File: config.mk
export PLATFORM = sky130hd
export DESIGN_NAME = coder_n_2n_pipe
export DESIGN_NICKNAME = d
export VERILOG_FILES = /design/src/rtl/coder_pkg.sv /design/src/rtl/coder_skid_buf.sv /design/src/rtl/coder_n_2n_pipe.sv
export SDC_FILE = /design/constraint.sdc
export NUM_CORES = 1
export LEC_CHECK = 0
export CAP_MARGIN = 40
export CORE_MARGIN = 4
export CORE_UTILIZATION = 42
export DETAILED_ROUTE_END_ITERATION = 10
export PLACE_DENSITY = 0.7
export SYNTH_ARGS = -nofsm -noshare
export SYNTH_HDL_FRONTEND = slang
export SYNTH_SLANG_ARGS = --single-unit
File: constraint.sdc
create_clock -name clk -period 4.82 [get_ports clk]
set_input_delay 0.482 -clock clk [delete_from_list [all_inputs] [get_ports clk]]
set_output_delay 0.482 -clock clk [all_outputs]
set_load 0.02 [all_outputs]
File: src/rtl/coder_pkg.sv
// Shared definitions for the binary/one-hot coder pipeline: mode constants,
// result-buffer state encoding and the error-counter width.
package coder_pkg;

  localparam logic MODE_DEC = 1'b0;
  localparam logic MODE_ENC = 1'b1;

  localparam int ERR_CNT_W = 16;

  typedef enum logic [1:0] {
    EMPTY = 2'd0,
    ONE   = 2'd1,
    FULL  = 2'd2
  } buf_state_t;

endpackage : coder_pkg

File: src/rtl/coder_skid_buf.sv
// Two-entry in-order result buffer. in_ready and out_valid come straight from
// the state register, so neither handshake has a combinational path through it.
module coder_skid_buf
  import coder_pkg::*;
#(
  parameter int W = 9
) (
  input  logic         clk,
  input  logic         rst_n,
  input  logic         in_valid,
  output logic         in_ready,
  input  logic [W-1:0] in_data,
  output logic         out_valid,
  input  logic         out_ready,
  output logic [W-1:0] out_data
);

  buf_state_t   state_q, state_d;
  logic [W-1:0] head_q, tail_q;
  logic         acc, xfer;
  logic         load_head, load_tail, shift;

  assign acc       = in_valid && in_ready;
  assign xfer      = out_valid && out_ready;
  assign in_ready  = (state_q != FULL);
  assign out_valid = (state_q != EMPTY);
  assign out_data  = head_q;

  // NOTE: every output of this block gets a default first, so no path through
  // the case statement can leave one unassigned and infer a latch.
  always_comb begin
    state_d   = state_q;
    load_head = 1'b0;
    load_tail = 1'b0;
    shift     = 1'b0;
    unique case (state_q)
      EMPTY: begin
        if (acc) begin
          state_d   = ONE;
          load_head = 1'b1;
        end
      end
      ONE: begin
        unique case ({acc, xfer})
          2'b10: begin
            state_d   = FULL;
            load_tail = 1'b1;
          end
          2'b01:   state_d   = EMPTY;
          2'b11:   load_head = 1'b1;
          default: state_d   = ONE;
        endcase
      end
      FULL: begin
        // in_ready is low here, so only a transfer can happen.
        if (xfer) begin
          state_d = ONE;
          shift   = 1'b1;
        end
      end
      default: state_d = EMPTY;
    endcase
  end

  // NOTE: sequential state uses non-blocking assignments so every register
  // samples pre-edge values regardless of statement order.
  always_ff @(posedge clk or negedge rst_n) begin
    if (!rst_n) begin
      state_q <= EMPTY;
    end else begin
      state_q <= state_d;
    end
  end

  // NOTE: both entries are reset; the storage is tiny and a cleared head is
  // what makes out_data read zero straight out of reset.
  always_ff @(posedge clk or negedge rst_n) begin
    if (!rst_n) begin
      head_q <= '0;
      tail_q <= '0;
    end else begin
      if (load_head) begin
        head_q <= in_data;
      end else if (shift) begin
        head_q <= tail_q;
      end
      if (load_tail) begin
        tail_q <= in_data;
      end
    end
  end

endmodule : coder_skid_buf

File: src/rtl/coder_n_2n_pipe.sv
// Binary <-> one-hot coder with a valid/ready pipeline and 2-entry result
// buffer. Define CODER_ERR_CNT_EN to add the saturating err_cnt output.
module coder_n_2n_pipe
  import coder_pkg::*;
#(
  parameter  int IDX_W = 3,
  localparam int OH_W  = 2 ** IDX_W
) (
  input  logic                 clk,
  input  logic                 rst_n,
  input  logic                 in_valid,
  output logic                 in_ready,
  input  logic                 in_mode,
  input  logic [OH_W-1:0]      in_data,
  output logic                 out_valid,
  input  logic                 out_ready,
  output logic [OH_W-1:0]      out_data,
`ifdef CODER_ERR_CNT_EN
  output logic [ERR_CNT_W-1:0] err_cnt,
`endif
  output logic                 out_err
);

  logic [OH_W-1:0]  dec_data;
  logic             dec_err;
  logic [IDX_W-1:0] enc_idx;
  logic             enc_err;
  logic [OH_W:0]    res_payload;
  logic [OH_W:0]    buf_payload;

  always_comb begin
    dec_data = OH_W'(1) << in_data[IDX_W-1:0];
    dec_err  = |in_data[OH_W-1:IDX_W];

    // Scanning downward lets the lowest set bit win on multi-hot inputs.
    enc_idx = '0;
    for (int i = OH_W - 1; i >= 0; i--) begin
      if (in_data[i]) enc_idx = IDX_W'(i);
    end
    enc_err = (in_data == '0) || ((in_data & (in_data - OH_W'(1))) != '0);

    if (in_mode == MODE_ENC) begin
      res_payload = {enc_err, OH_W'(enc_idx)};
    end else begin
      res_payload = {dec_err, dec_data};
    end
  end

  coder_skid_buf #(
    .W (OH_W + 1)
  ) u_buf (
    .clk       (clk),
    .rst_n     (rst_n),
    .in_valid  (in_valid),
    .in_ready  (in_ready),
    .in_data   (res_payload),
    .out_valid (out_valid),
    .out_ready (out_ready),
    .out_data  (buf_payload)
  );

  assign out_err  = buf_payload[OH_W];
  assign out_data = buf_payload[OH_W-1:0];

`ifdef CODER_ERR_CNT_EN
  logic [ERR_CNT_W-1:0] err_cnt_q;

  always_ff @(posedge clk or negedge rst_n) begin
    if (!rst_n) begin
      err_cnt_q <= '0;
    end else if (out_valid && out_ready && out_err && (err_cnt_q != '1)) begin
      err_cnt_q <= err_cnt_q + 1'b1;
    end
  end

  assign err_cnt = err_cnt_q;
`endif

endmodule : coder_n_2n_pipe

==> results of run 1 <==
routing by layer:
layer | share of wire [%] | vias up | wire length, um
li1 | - | 490 | -
met2 | 47 | 34 | 1240
met3 | 5.8 | 6 | 154
met5 | 0 | - | 0
met1 | 44 | 493 | 1170
met4 | 2.8 | 0 | 74
cell usage in the layout (no fill, tap or decap), types with 4 or more instances in the layout:
cell type	Yosys	routed
dfrtp_1	20	20
nand2_1	19	19
inv_1	5	5
a21oi_1	4	4
clkdlybuf4s50_1	0	23
o41ai_1	4	4
nor2b_1	4	4
a22oi_1	5	5
nor2_1	11	11
synth_stat cells, types with 2 or more instances:
master and count:
a22oi_1 5, o22ai_1 2, a21oi_1 4, buf_6 3
dfrtp_1 20, o21ai_1 3, o31ai_1 2, o21ai_0 3
mux2i_1 2, nand2b_1 3, a21o_1 2, inv_1 5
nor2_1 11, ha_1 2, o41ai_1 4, nor4_1 3
a211oi_1 3, a21oi_2 2, a221o_1 3, nand2_1 19
nor2b_1 4
flip-flops by register name (all words and copies together) (netlist names):
| name | flops |
|---|---|
| u_buf.tail_q | 9 |
| u_buf.state_q | 2 |
| u_buf.out_data | 9 |
report_power, final:
group | switching, W | internal [W] | total (W)
clock network | 0.0000537 | 0.0000461 | 0.0000998
registers | 0.0000373 | 0.000225 | 0.000262
logic | 0.000170 | 0.000140 | 0.000310
final cells by class:
class                           instances  area [um^2]
Fill cell                             250         1120
Multi-Input combinational cell         90          561
Sequential cell                        20          500
Timing Repair Buffer                   24          245
Tap cell                               30         37.5
Clock buffer                            4         36.3
Inverter                                5         18.8
stage by stage:
step,instance area (um^2),setup slack [ps]
6_report,1400,2640
3_3_place_gp,1350,2370
4_1_cts,1400,2630
2_1_floorplan,1130,2860
5_1_grt,1400,2510
3_5_place_dp,1360,2330
cell families after synthesis:
group           share of synthesized area, %
compound gates                          23.6
buf+inv                                 6.30
simple gates                            21.9
flops                                   44.2
fa+ha+maj                               2.21
mux                                     1.77
worst max-delay path, stage by stage:
cell and delay [ps]:
clkdlybuf4s50_1 510, inv_1 50, nor2_1 750, nor2_1 240, a221o_1 350
path summary, 6_finish.rpt:
kind                                        from                 to  cells past startpoint
worst max-delay path                   out_ready  u_buf.out_data[7]                      5
worst min-delay path                       rst_n    u_buf.tail_q[7]                      1
worst max register to register  u_buf.state_q[0]  u_buf.out_data[7]                      7
worst min register to register   u_buf.tail_q[0]    u_buf.tail_q[0]                      2
max in group asynchronous                  rst_n   u_buf.state_q[0]                      2
min in group clk                 u_buf.tail_q[0]    u_buf.tail_q[0]                      2
==> flow_metrics.env, run 1 <==
export IMPL_cts_root_buf="clkbuf_4"
export IMPL_grt_setup_unrepaired="no"
export IMPL_grtUsageMet1_pct=21.5
export IMPL_coreArea_um2=2520
export IMPL_rows=18
export IMPL_status="finished, final reports clean"
export IMPL_place_gp_congestion=0.816
export IMPL_die_area_um2=3590
export IMPL_max_freq_mhz=458
export IMPL_antenna_found_initial=0
export IMPL_use_met2_pct=25.9
export IMPL_ys_ff_latch=20
export IMPL_holdBufCountCts=0
export IMPL_post_cts_buffers=0
export IMPL_synth_cells=120
export IMPL_async_flop_share_pct=100
export IMPL_layout_min_cycle_time_ps=2180
export IMPL_finalClockSkew_ps=2.49
export IMPL_drtAntennaViolNets=0
export IMPL_hold_path_class="in -> async"
export IMPL_dieWidth_um=59.9
export IMPL_grt_max_degree=20
export IMPL_initial_core_util_pct=44.9
export IMPL_critPathCaptureType="register"
export IMPL_area_delta_synth_final_pct=23.5
export IMPL_synth_avg_cell_area_um2=9.44
export IMPL_clk_pin_slew_ps=120
export IMPL_grt_pass1_wl_mm=4.40
export IMPL_fin_crit_sh_pct=45.3
export IMPL_worst_pin_slew_ps=979
export IMPL_powerDensity_nw_per_um2=480
export IMPL_post_route_cells_drive_above_1_share_pct=9.79
export IMPL_p_leak_nw=0.605
export IMPL_overflow=0
export IMPL_vdd_drop_max_mv=0.234
export IMPL_slew_headroom_pct=34.5
export IMPL_fin_cells=173
export IMPL_clkLatencyLatePin_ps=310
export IMPL_first_global_vias=965
export IMPL_arrival_ps=2390
export IMPL_cts_tree="built"
export IMPL_max_clock_path_buffers=2
export IMPL_drv_cap=0
export IMPL_post_synth_num_cell_types=36
export IMPL_die_h_um=59.9
export IMPL_syn_nets=135
export IMPL_vias=1023
export IMPL_path_class="in -> reg"
export IMPL_clock_sinks=20
export IMPL_hold_violations=0
export IMPL_synth_top_area_share_pct=44.2
export IMPL_rrSetupSlack_ps=2670
export IMPL_grt_use_total_pct=16.2
export IMPL_diodes=0
export IMPL_worst_hold_slack_ps=463
export IMPL_netlist_area_um2=1130
export IMPL_critical_path_max_fanout=14
export IMPL_io_pins=24
export IMPL_busiest_layer="met2"
export IMPL_slew_violations=0
export IMPL_final_setup_viol_count=0
export IMPL_drc=0
export IMPL_wirelength_mm=2.64
export IMPL_synth_area_leaders="dfrtp_1 44%, nand2_1 6.3%, nor2_1 3.6%, a22oi_1 3.3%, o41ai_1 3.1%"
export IMPL_yosys_area_top_type="dfrtp_1"
export IMPL_layout_nets=159
export IMPL_synth_edf_count=0
export IMPL_startpoint_type="input port"
export IMPL_finalSetupTns_ps=0
export IMPL_numPortBuffers=23
export IMPL_drt_iter0_markers=48
export IMPL_routedWlPerCell_um=15.2
export IMPL_dr_pass1_iters=4
export IMPL_power_w=0.000671
export IMPL_required_ps=5020
export IMPL_ys_warn_count=0
export IMPL_utilization_pct=55.5
export IMPL_cts_resized=0
export IMPL_cts_buffers=3
export IMPL_place_detailed_hpwl_mm=1.96
export IMPL_dp_cells=169
export IMPL_synth_ff_type="dfrtp_1"
export IMPL_avgViaCountPerCell=5.91
export IMPL_seq_area_frac_synth_pct=44.2
export IMPL_h_tree_depth=1
export IMPL_use_met3_pct=1.51
(Power assumes the default switching activity.)
==> run 2: changes to the inputs <==
Settings changed: PLACE_DENSITY 0.7 to 0.73.
Clock period 4.82 ns to 1.87 ns, I/O delays scaled along.
==> run 2 against run 1 <==
- clock power increased by 110%
- clock skew grew 2.6 ps
- routed wire length decreased by 4.9%
- sequential share of layout area down 2.1 points
- critical path type is now reg -> reg
==> flow_metrics.env, run 2 (synthesis results as in run 1) <==
export IMPL_mostFrequentLayoutCell="clkdlybuf4s50_1"
export IMPL_critical_path_max_fanout=4
export IMPL_numPortBuffers=23
export IMPL_slowest_stage="dfrtp_1"
export IMPL_first_global_vias=978
export IMPL_final_setup_viol_count=0
export IMPL_max_clock_path_buffers=2
export IMPL_initial_core_util_pct=44.9
export IMPL_drt_iter0_markers=44
export IMPL_worstPathCellList="nand2b_2 -> and2_1 -> ha_1 -> nand2_2 -> a21o_1 -> nor4_1 -> a221o_1"
export IMPL_grt_max_degree=21
export IMPL_layout_common_cells="23 x clkdlybuf4s50_1, 20 x dfrtp_1, 18 x nand2_1"
export IMPL_die_h_um=59.9
export IMPL_dieWidth_um=59.9
export IMPL_overflow=0
export IMPL_vias=1010
export IMPL_startpoint="u_buf.state_q[0]"
export IMPL_routedWlPerCell_um=13.7
export IMPL_clk_pin_slew_ps=110
export IMPL_drv_cap=0
export IMPL_place_gp_congestion=0.832
export IMPL_die_area_um2=3590
export IMPL_fin_crit_sh_pct=96.1
export IMPL_dr_pass1_iters=4
export IMPL_dpl_cell_area_um2=1440
export IMPL_avgViaCountPerCell=5.52
export IMPL_grt_use_total_pct=15.4
export IMPL_rows=18
export IMPL_worst_pin_slew_ps=467
export IMPL_required_ps=2060
export IMPL_cts_root_buf="clkbuf_4"
export IMPL_wirelength_mm=2.51
export IMPL_arrival_ps=1990
export IMPL_cts_buffers=3
export IMPL_startpoint_type="register"
export IMPL_worst_path_largest_cell_delay_ps=430
export IMPL_dp_cells=179
export IMPL_powerDensity_nw_per_um2=1210
export IMPL_grt_pass1_wl_mm=4.21
export IMPL_max_freq_mhz=557
export IMPL_slew_violations=0
export IMPL_finalClockSkew_ps=5.12
export IMPL_grt_setup_unrepaired="yes"
export IMPL_layout_nets=170
export IMPL_drc=0
export IMPL_coreArea_um2=2520
export IMPL_clock_sinks=20
export IMPL_drtAntennaViolNets=0
export IMPL_path_class="reg -> reg"
export IMPL_slew_headroom_pct=68.6
export IMPL_p_leak_nw=0.654
export IMPL_layout_min_cycle_time_ps=1800
export IMPL_nFillCells=230
export IMPL_antenna_found_initial=0
export IMPL_cts_tree="built"
export IMPL_critPathCaptureType="register"
export IMPL_hold_path_class="in -> async"
export IMPL_vdd_drop_max_mv=0.684
export IMPL_status="finished, final reports clean"
export IMPL_hold_violations=0
export IMPL_io_pins=24
export IMPL_area_delta_synth_final_pct=31.2
export IMPL_holdBufCountCts=0
export IMPL_place_detailed_hpwl_mm=1.96
export IMPL_h_tree_depth=1
export IMPL_final_area_um2=1490
export IMPL_diodes=0
export IMPL_reg2reg_from="u_buf.state_q[0]"
export IMPL_post_route_cells_drive_above_1_share_pct=18.3
export IMPL_fin_cells=183
export IMPL_clkLatencyLatePin_ps=300
run 2: final cells by class:
| cell class | instances | area, um^2 | area share, % |
|---|---|---|---|
| clock buffers | 3 | 22.5 | 1.52 |
| inverters | 5 | 18.8 | 1.26 |
| multi-input cells | 90 | 586 | 39.4 |
| flip-flops and latches | 20 | 500 | 33.7 |
| well taps | 30 | 37.5 | 2.53 |
| repair buffers | 35 | 320 | 21.6 |
run 2: power by group:
part	internal [W]	switching (W)
logic	0.000451	0.000470
clock network	0.0000752	0.000131
registers	0.000579	0.0000885
run 2: worst max-delay path, delay by kind of cell, from the launching register on:
kind,cells,cell delay [ps]
AO/OA/AOI/OAI,2,450
flip-flops,1,430
AND/OR/NAND/NOR,4,580
adder cells (fa/ha/maj),1,220
run 2: per-layer routing:
metal | global-route usage [%] | wire length [um] | up-vias
li1 | - | - | 506
met4 | 7.59 | 55 | 0
met3 | 1.30 | 124 | 5
met5 | 0 | 0 | -
met2 | 25.3 | 1180 | 26
met1 | 20.1 | 1150 | 473
run 2: path summary, 6_finish.rpt:
path	endpoint	slack (ps)	cells after the start
max reg2reg	u_buf.out_data[5]	70	7
min	u_buf.out_data[0]	220	2
max	u_buf.out_data[5]	70	7
min reg2reg	u_buf.out_data[6]	490	2
max in group asynchronous	u_buf.tail_q[3]	1450	2
min in group clk	u_buf.out_data[6]	490	2
run 2: what timing repair did:
action	CTS	global route
buffers inserted	0	1
resized for setup	0	3
endpoints found under the setup margin	0	14
run 2: per-stage QoR:
| stage | power, W | TNS [ps] | utilization, % | hold WS (ps) | worst slack, ps |
|---|---|---|---|---|---|
| floorplan | 0.00122 | 0 | - | -109 | 49.4 |
| global placement | 0.00154 | 0 | 57.2 | 451 | 57.6 |
| detailed placement | 0.00157 | 0 | 57.2 | 453 | 24.5 |
| CTS | 0.00177 | 0 | 58.1 | 222 | 5.41 |
| global route | 0.00192 | -141 | 58.9 | 241 | -37.8 |
| finish | 0.00179 | 0 | 58.9 | 215 | 73.3 |
==> run 3: changes to the inputs <==
Settings changed: CORE_UTILIZATION 42 to 45, PLACE_DENSITY 0.73 to 0.77, SKIP_CTS_REPAIR_TIMING set to 1.
==> run 3 against run 2 <==
- clock-buffer cell count unchanged
- routed wire length grew 6.3%
- critical path type unchanged
- hold slack got worse by 9.4 ps
- cell count shrank 1.1%
- non-clock buffer count stayed put
- worst setup slack improved by 29 ps
==> flow_metrics.env, run 3 (synthesis results as in run 1) <==
export IMPL_area_delta_synth_final_pct=31.4
export IMPL_routedWlPerCell_um=14.7
export IMPL_dpl_cell_area_um2=1450
export IMPL_multi_input_area_um2=578
export IMPL_drtAntennaViolNets=0
export IMPL_final_area_um2=1490
export IMPL_drv_cap=0
export IMPL_slew_violations=0
export IMPL_power_w=0.00182
export IMPL_antenna_found_initial=0
export IMPL_grt_setup_unrepaired="no"
export IMPL_overflow=0
export IMPL_rows=17
export IMPL_first_global_vias=996
export IMPL_drc=0
export IMPL_dp_cells=177
export IMPL_critical_path_max_fanout=4
export IMPL_cts_tree="built"
export IMPL_r2r_cells=8
export IMPL_nFillCells=201
export IMPL_die_area_um2=3380
export IMPL_layout_common_cells="23 x clkdlybuf4s50_1, 20 x dfrtp_1, 18 x nand2_1"
export IMPL_fin_crit_sh_pct=94.6
export IMPL_arrival_ps=1960
export IMPL_final_setup_viol_count=0
export IMPL_startpoint_type="register"
export IMPL_hold_violations=0
export IMPL_io_pins=24
export IMPL_seq_area_um2=500
export IMPL_grt_pass1_wl_mm=4.33
export IMPL_layout_setup_ws_ps=102
export IMPL_max_clock_path_buffers=2
export IMPL_mostFrequentLayoutCell="clkdlybuf4s50_1"
export IMPL_powerDensity_nw_per_um2=1220
export IMPL_initial_core_util_pct=49.3
export IMPL_worst_hold_slack_ps=206
export IMPL_fin_cells=181
export IMPL_status="finished, final reports clean"
export IMPL_max_freq_mhz=566
export IMPL_h_tree_depth=1
export IMPL_clock_sinks=20
export IMPL_layout_nets=170
export IMPL_dr_pass1_iters=4
export IMPL_post_place_ws_ps=-36.6
export IMPL_p_leak_nw=0.656
export IMPL_coreArea_um2=2300
export IMPL_dieWidth_um=58.2
export IMPL_finalClockSkew_ps=3.40
export IMPL_avgViaCountPerCell=5.92
export IMPL_hold_path_class="in -> async"
export IMPL_grt_max_degree=21
export IMPL_drt_iter0_markers=37
export IMPL_worst_pin_slew_ps=456
export IMPL_required_ps=2060
export IMPL_diodes=0
export IMPL_path_class="reg -> reg"
export IMPL_clk_pin_slew_ps=110
export IMPL_wirelength_mm=2.67
export IMPL_post_route_cells_drive_above_1_share_pct=17.6
export IMPL_slew_headroom_pct=69.3
export IMPL_layout_min_cycle_time_ps=1770
export IMPL_place_gp_congestion=0.893
export IMPL_cts_root_buf="clkbuf_4"
export IMPL_grt_use_total_pct=16.6
export IMPL_place_detailed_hpwl_mm=2.06
export IMPL_cts_buffers=3
export IMPL_critPathCaptureType="register"
export IMPL_vdd_drop_max_mv=0.726
export IMPL_die_h_um=58.2
export IMPL_numPortBuffers=23
export IMPL_clkLatencyLatePin_ps=300
export IMPL_vias=1072
==> run 3: changes by cell type in the layout (fill, tap and decap cells not counted) <==
cell | previous run | this run
ha_1 | 2 | 1
a211oi_2 | 2 | 0
a211oi_1 | 1 | 3
buf_12 | 0 | 1
buf_4 | 12 | 11
ha_2 | 0 | 1
==> run 3: area by class of cell <==
cell class	instances	area share [%]
Clock buffer	3	1.51
Sequential cell	20	33.6
Timing Repair Buffer	35	22.4
Multi-Input combinational cell	90	38.9
Tap cell	28	2.35
Inverter	5	1.26
==> run 3: metal layers <==
metal | vias up | share of wire, % | track usage (%)
li1 | 501 | - | -
met1 | 536 | 42 | 19.2
met2 | 30 | 52 | 29.7
met3 | 5 | 4.3 | 1.78
met4 | 0 | 2.4 | 8.94
met5 | - | 0 | 0
==> run 3: through the flow <==
step	util [%]	setup TNS, ps
after floorplan	-	0
after global placement	63.2	0
after detailed placement	63.2	-36.6
after CTS	64.2	-15.1
after global routing	64.8	0
final	64.8	0
==> run 3: worst paths after layout <==
path                                        from                end  slack [ps]
worst min-delay path                       rst_n    u_buf.tail_q[6]         210
worst max register to register  u_buf.state_q[1]  u_buf.out_data[3]         100
worst min register to register   u_buf.tail_q[4]  u_buf.out_data[4]         490
min in group clk                 u_buf.tail_q[4]  u_buf.out_data[4]         490
max in group asynchronous                  rst_n    u_buf.tail_q[1]        1450
worst max-delay path            u_buf.state_q[1]  u_buf.out_data[3]         100
==> run 3: worst max-delay path: stages, from the launching register on <==
cell and delay [ps]:
dfrtp_1 420, or2_4 260, nand2_1 100, inv_1 50, ha_2 200, nand2_2 90
a21o_1 190, nor4_1 80, a221o_1 280
==> run 3: where the power goes <==
part,switching [W],internal [W]
Combinational,0.000487,0.000462
Sequential,0.0000840,0.000580
Clock,0.000129,0.0000752
